`config.mk`:
```
export PLATFORM = sky130hd
export DESIGN_NAME = led_divider
export DESIGN_NICKNAME = d
export VERILOG_FILES = /design/src/rtl/led_divider_pkg.sv /design/src/rtl/led_divider.sv
export SDC_FILE = /design/constraint.sdc
export NUM_CORES = 1
export LEC_CHECK = 0
export BUFFER_PORTS_ARGS = -buffer_cell sky130_fd_sc_hd__clkbuf_2
export CAP_MARGIN = 25
export CORE_MARGIN = 2
export CORE_UTILIZATION = 50
export DETAILED_ROUTE_END_ITERATION = 8
export MAX_ROUTING_LAYER = met4
export PLACE_DENSITY = 0.69
export SYNTH_ARGS = -nofsm -noshare
export SYNTH_HDL_FRONTEND = slang
export SYNTH_SLANG_ARGS = --single-unit
export TNS_END_PERCENT = 1
```
`constraint.sdc`:
```
create_clock -name clk -period 1.7 [get_ports clk]
set_input_delay 0.085 -clock clk [delete_from_list [all_inputs] [get_ports clk]]
set_output_delay 0.085 -clock clk [all_outputs]
set_load 0.05 [all_outputs]
```
`src/rtl/led_divider_pkg.sv`:
```
// Shared clock-rate constants for the elevator controller's display scan clock.
// LED_HALF_COUNT is the number of system-clock cycles per scan-clock half-period.
package led_divider_pkg;

    localparam int SYS_CLK_HZ     = 50_000_000;
    localparam int LED_SCAN_HZ    = 1_000;
    localparam int LED_HALF_COUNT = SYS_CLK_HZ / (2 * LED_SCAN_HZ);

    // Counter width for a given half-period; never narrower than one bit.
    function automatic int cnt_width(input int half_count);
        return (half_count > 1) ? $clog2(half_count) : 1;
    endfunction

endpackage

```
`src/rtl/led_divider.sv`:
```
// Divides clk by 2*HALF_COUNT to produce the display multiplexing scan clock.
// led_clk comes straight from a flip-flop: glitch-free, 50 % duty cycle.
module led_divider
    import led_divider_pkg::*;
#(
    parameter int HALF_COUNT = LED_HALF_COUNT
) (
    input  logic clk,
    input  logic reset,
    output logic led_clk
);

    localparam int              CNT_W = cnt_width(HALF_COUNT);
    localparam logic [CNT_W-1:0] LAST = CNT_W'(HALF_COUNT - 1);

    generate
        if (HALF_COUNT < 1) begin : g_bad_half_count
            $error("led_divider: HALF_COUNT must be >= 1");
        end
    endgenerate

    logic [CNT_W-1:0] counter;

    // The counter wraps at LAST, never at 2^CNT_W; with HALF_COUNT=1 it stays at 0.
    always_ff @(posedge clk) begin
        if (reset) begin
            counter <= '0;
            led_clk <= 1'b0;
        end else if (counter == LAST) begin
            counter <= '0;
            led_clk <= ~led_clk;
        end else begin
            counter <= counter + 1'b1;
        end
    end

endmodule

```
Word-level counts from Yosys, hierarchy flattened
Index checks and enable logic that the tools add are counted.
{"block": "totals", "regBits": 16, "inputBits": 2, "output_inout_bits": 1, "elab_cells": 6}
{"block": "classes", "n_addsub": 1, "n_eq_ne": 1, "n_bitwise": 1, "reduce_logical": 1}
{"cell": "$add A15 B1 Y15 const B", "n": 1}
{"cell": "$eq A15 B15 Y1 const B", "n": 1}
{"cell": "$reduce_or A2 Y1", "n": 1}
{"cell": "$not A1 Y1", "n": 1}

Depth between registers and ports, before layout
{"block": "logic_depth", "ltp_word": 2, "depth_mapped": 6, "mapped_depth_nobuf": 5}

Least setup slack after synthesis
No wires, ideal clock.
{"block": "synth_timing", "kind": "reg-to-reg", "start": "reg counter[12]", "end": "reg counter[13]", "setup_time_ns": 0.115, "t_arrival_ns": 1.615, "required_time_ns": 1.585, "slack_ns": -0.030, "path_stages_with_launch": 6, "n_path_buf": 1, "synth_period_minus_slack_ns": 1.730, "path_cell_list": "dfxtp_1 -> or4_1 -> or4_4 -> nand2b_4 -> buf_8 -> nor2_1"}
{"block": "synth_via", "elab_chain_len": 2, "elab_cells_between_ends": 3, "classes_between": "1 x add/sub; 1 x eq/ne; 1 x reduce/logical"}
{"element": "start, declared", "line": "led_divider.sv:22", "text": "logic [CNT_W-1:0] counter;"}
{"element": "start signal, assigned", "line": "led_divider.sv:33", "text": "counter <= counter + 1'b1;"}
{"element": "branches (longest 2 deep; another with $add A15 B1 Y15)"}
Several ways; the timed one is not identified.
A chain may end at the register's enable or synchronous reset.

Worst setup path after layout
{"block": "layout_timing", "start": "reg counter[3]", "end": "reg counter[4]"}
The elaborated chain is that of the path after synthesis.

==> results.sh <==
export IMPL_grt_overflow=0
export IMPL_post_place_ws_ns=-0.0746
export IMPL_timing_slew_headroom_pct=71.2
export IMPL_synth_compound_area_share_pct=0
export IMPL_wl_um=1280
export IMPL_synthTopCellsByArea="dfxtp_1 (46%), xnor2_1 (14%), nor2_1 (10%)"
export IMPL_syn_inst=76
export IMPL_h_tree_depth=1
export IMPL_antenna_found_initial=0
export IMPL_fin_cells=105
export IMPL_required_ns=1.88
export IMPL_synth_most_common_cell="nor2_1"
export IMPL_row_count=13
export IMPL_fin_crit_sh_pct=101
export IMPL_cts_buffer_depth=2
export IMPL_fin_skew_ns=0.00222
export IMPL_synth_warnings=0
export IMPL_worstMarginPinSlew_ns=0.429
export IMPL_cts_sinks=16
export IMPL_comb_power_share_pct=3.8
export IMPL_vias_per_cell=5.12
export IMPL_synth_cell_type_count=16
export IMPL_setup_viol=13
export IMPL_synth_edf_count=0
export IMPL_root_buffer="clkbuf_4"
export IMPL_area_delta_synth_final_pct=18.3
export IMPL_hold_path_class="input pin to flop"
export IMPL_critPathCaptureType="flop"
export IMPL_yosys_area_top_type="dfxtp_1"
export IMPL_clock_latency_ns=0.28
export IMPL_failed_checks="setup timing"
export IMPL_die_area_mm2=0.00169
export IMPL_synth_xor_area_share_pct=17.8
export IMPL_numCtsBuffers=3
export IMPL_power_frac_clock_pct=37.4
export IMPL_num_antenna_cells=0
export IMPL_drt_drc_violations_left=0
export IMPL_drive_gt1_share_pct=21.1
export IMPL_critical_path_class="flop to flop"
export IMPL_synth_adder_area_share_pct=1.81
export IMPL_p_sw_share_pct=20.3
export IMPL_final_util_pct=62.7
export IMPL_grt_max_degree=10
export IMPL_power_density_mw_per_mm2=804
export IMPL_multi_input_area_um2=357
export IMPL_core_area_mm2=0.00130
export IMPL_synth_top_area_share_pct=46.5
export IMPL_seq_area_um2=323
export IMPL_nFillCells=122
export IMPL_io_buffers=2
export IMPL_arrival_ns=1.89
export IMPL_grt_setup_unrepaired="true"
export IMPL_path_clk_slew_ns=0.09
export IMPL_syn_cell_area_um2=689
export IMPL_clock_fmax_mhz=585
export IMPL_io_pins=3
export IMPL_place_congestion=0.748
export IMPL_cts_tree="done"
export IMPL_r2r_slack_ns=-0.009
export IMPL_power_net_switching_uw=133
export IMPL_grt_usage_pct=20.5
export IMPL_postSynthAreaPerCell_um2=9.07
export IMPL_ctsHoldBuffers=0
export IMPL_reg2regPathDepth=4
export IMPL_synthTopCellsByCount="nor2_1 (19), dfxtp_1 (16), xnor2_1 (11)"
export IMPL_synth_main_ff_cell="dfxtp_1"
export IMPL_dp_hpwl_um=949
export IMPL_synth_ff_latch_count=16
export IMPL_first_global_vias=497
export IMPL_die_h_um=41.1
export IMPL_die_x_um=41.1
export IMPL_crit_start="counter[3]$_SDFF_PP0_"
export IMPL_critPathMaxFanout=7
export IMPL_dp_cells=100
export IMPL_start_kind="flop"
export IMPL_status="complete, but fails checks"
export IMPL_postRouteAntennaNets=0
export IMPL_rr_endpoint="counter[4]$_SDFF_PP0_"
export IMPL_period_minus_slack_ns=1.71
export IMPL_timing_rr_start="counter[3]$_SDFF_PP0_"
export IMPL_drv_cap=0
export IMPL_hold_path_end="led_clk$_SDFFE_PP0N_"
export IMPL_whs_ns=0.0353
export IMPL_hold_viol_final=0
export IMPL_min_path_cells=2
export IMPL_vias=538
export IMPL_ys_seq_area_share_pct=46.5
export IMPL_syn_nets=79
export IMPL_finalWorstSetupSlack_ns=-0.00876
export IMPL_ir_drop_uv=452
export IMPL_synth_top_family_by_area="simple AND/OR/NAND/NOR gates"
export IMPL_synth_mux_area_share_pct=0
export IMPL_pwr_share_seq_pct=58.8
export IMPL_synthSimpleGateAreaFrac_pct=30.1
export IMPL_intPower_uw=523
export IMPL_drt_pre_antenna_iters=4
export IMPL_grt_pass1_wl_um=2060
export IMPL_async_reset_ff_share_pct=0
export IMPL_route_detailed_wl_per_inst_um=12.2
export IMPL_slew_violations=0
export IMPL_leakage_uw=0.000292
export IMPL_postCtsSetupBuffers=0
export IMPL_drt_initial_drc_count=11
export IMPL_initial_core_util_pct=53.0
export IMPL_min_from="reset"
export IMPL_final_nets=94
## routing by layer
metal | GRT usage [%] | vias up | part of all wire [%] | wire length (µm)
li1 | - | 283 | - | -
met1 | 21.1 | 248 | 47 | 603
met2 | 35.2 | 5 | 49 | 622
met3 | 9.78 | 2 | 3.2 | 41
met4 | 4.84 | 0 | 0.78 | 10
met5 | - | - | 0 | 0
## per-stage QoR
step	total power, µW	cell area, µm²	TNS (ns)
final	656	816	-0.0551
after detailed placement	417	763	-0.963
after CTS	665	816	-0.223
after global routing	689	816	-0.690
after global placement	415	763	-0.00534
after floorplan	412	689	-0.280
## placed cells by master (no fill, tap or decap), types with 4 or more instances in the layout
cell     instances
xnor2_1         11
dfxtp_1         14
nand3_1          5
nor2_1          19
nor3_1           4
buf_4            8
## layout make-up
class / instances / area share [%]
Tap cell: 15 / 2.30
Clock buffer: 4 / 4.45
Timing Repair Buffer: 10 / 8.59
Inverter: 3 / 1.38
Sequential cell: 16 / 39.6
Multi-Input combinational cell: 57 / 43.7
## state kept, by name, summed over array words and instances (netlist names)
name     cells
counter     15
led_clk      1
## timing repair
item,4_1_cts,5_1_grt
gates cloned,1,0
pin swaps,13,0
endpoints found under the setup margin,15,15
resized for setup,3,0
## critical path, stage by stage, from the launching register on
cell      delay [ns]
dfxtp_2         0.33
or4b_1          0.51
or4_4           0.58
nand2b_4        0.14
nor2_1          0.05
## power by group through the flow
stage,combinational (µW),sequential [µW],clock [µW]
final,25.2,385,245
after global routing,27.2,386,275
after CTS,25.6,385,254
after detailed placement,22.5,394,0
after global placement,21.1,394,0
after floorplan,18.5,393,0
## worst max-delay path by stage
stage                              to  slack, ns  cells past startpoint
2_1_floorplan  counter[13]$_SDFF_PP0_      -0.03                      5
3_3_place_gp    counter[7]$_SDFF_PP0_     -0.003                      4
5_1_grt        counter[12]$_SDFF_PP0_      -0.07                      4
4_1_cts         counter[4]$_SDFF_PP0_      -0.02                      4
3_5_place_dp    counter[6]$_SDFF_PP0_      -0.07                      4
6_report        counter[4]$_SDFF_PP0_     -0.009                      4
## cells by family (layout without fill, tap and decap cells)
logic type / Yosys count / in the layout
fa+ha+maj: 1 / 1
buf+inv: 4 / 17
simple gates: 41 / 42
flops: 16 / 16
xor+xnor: 14 / 14
Power figures use the tool's default switching activity.
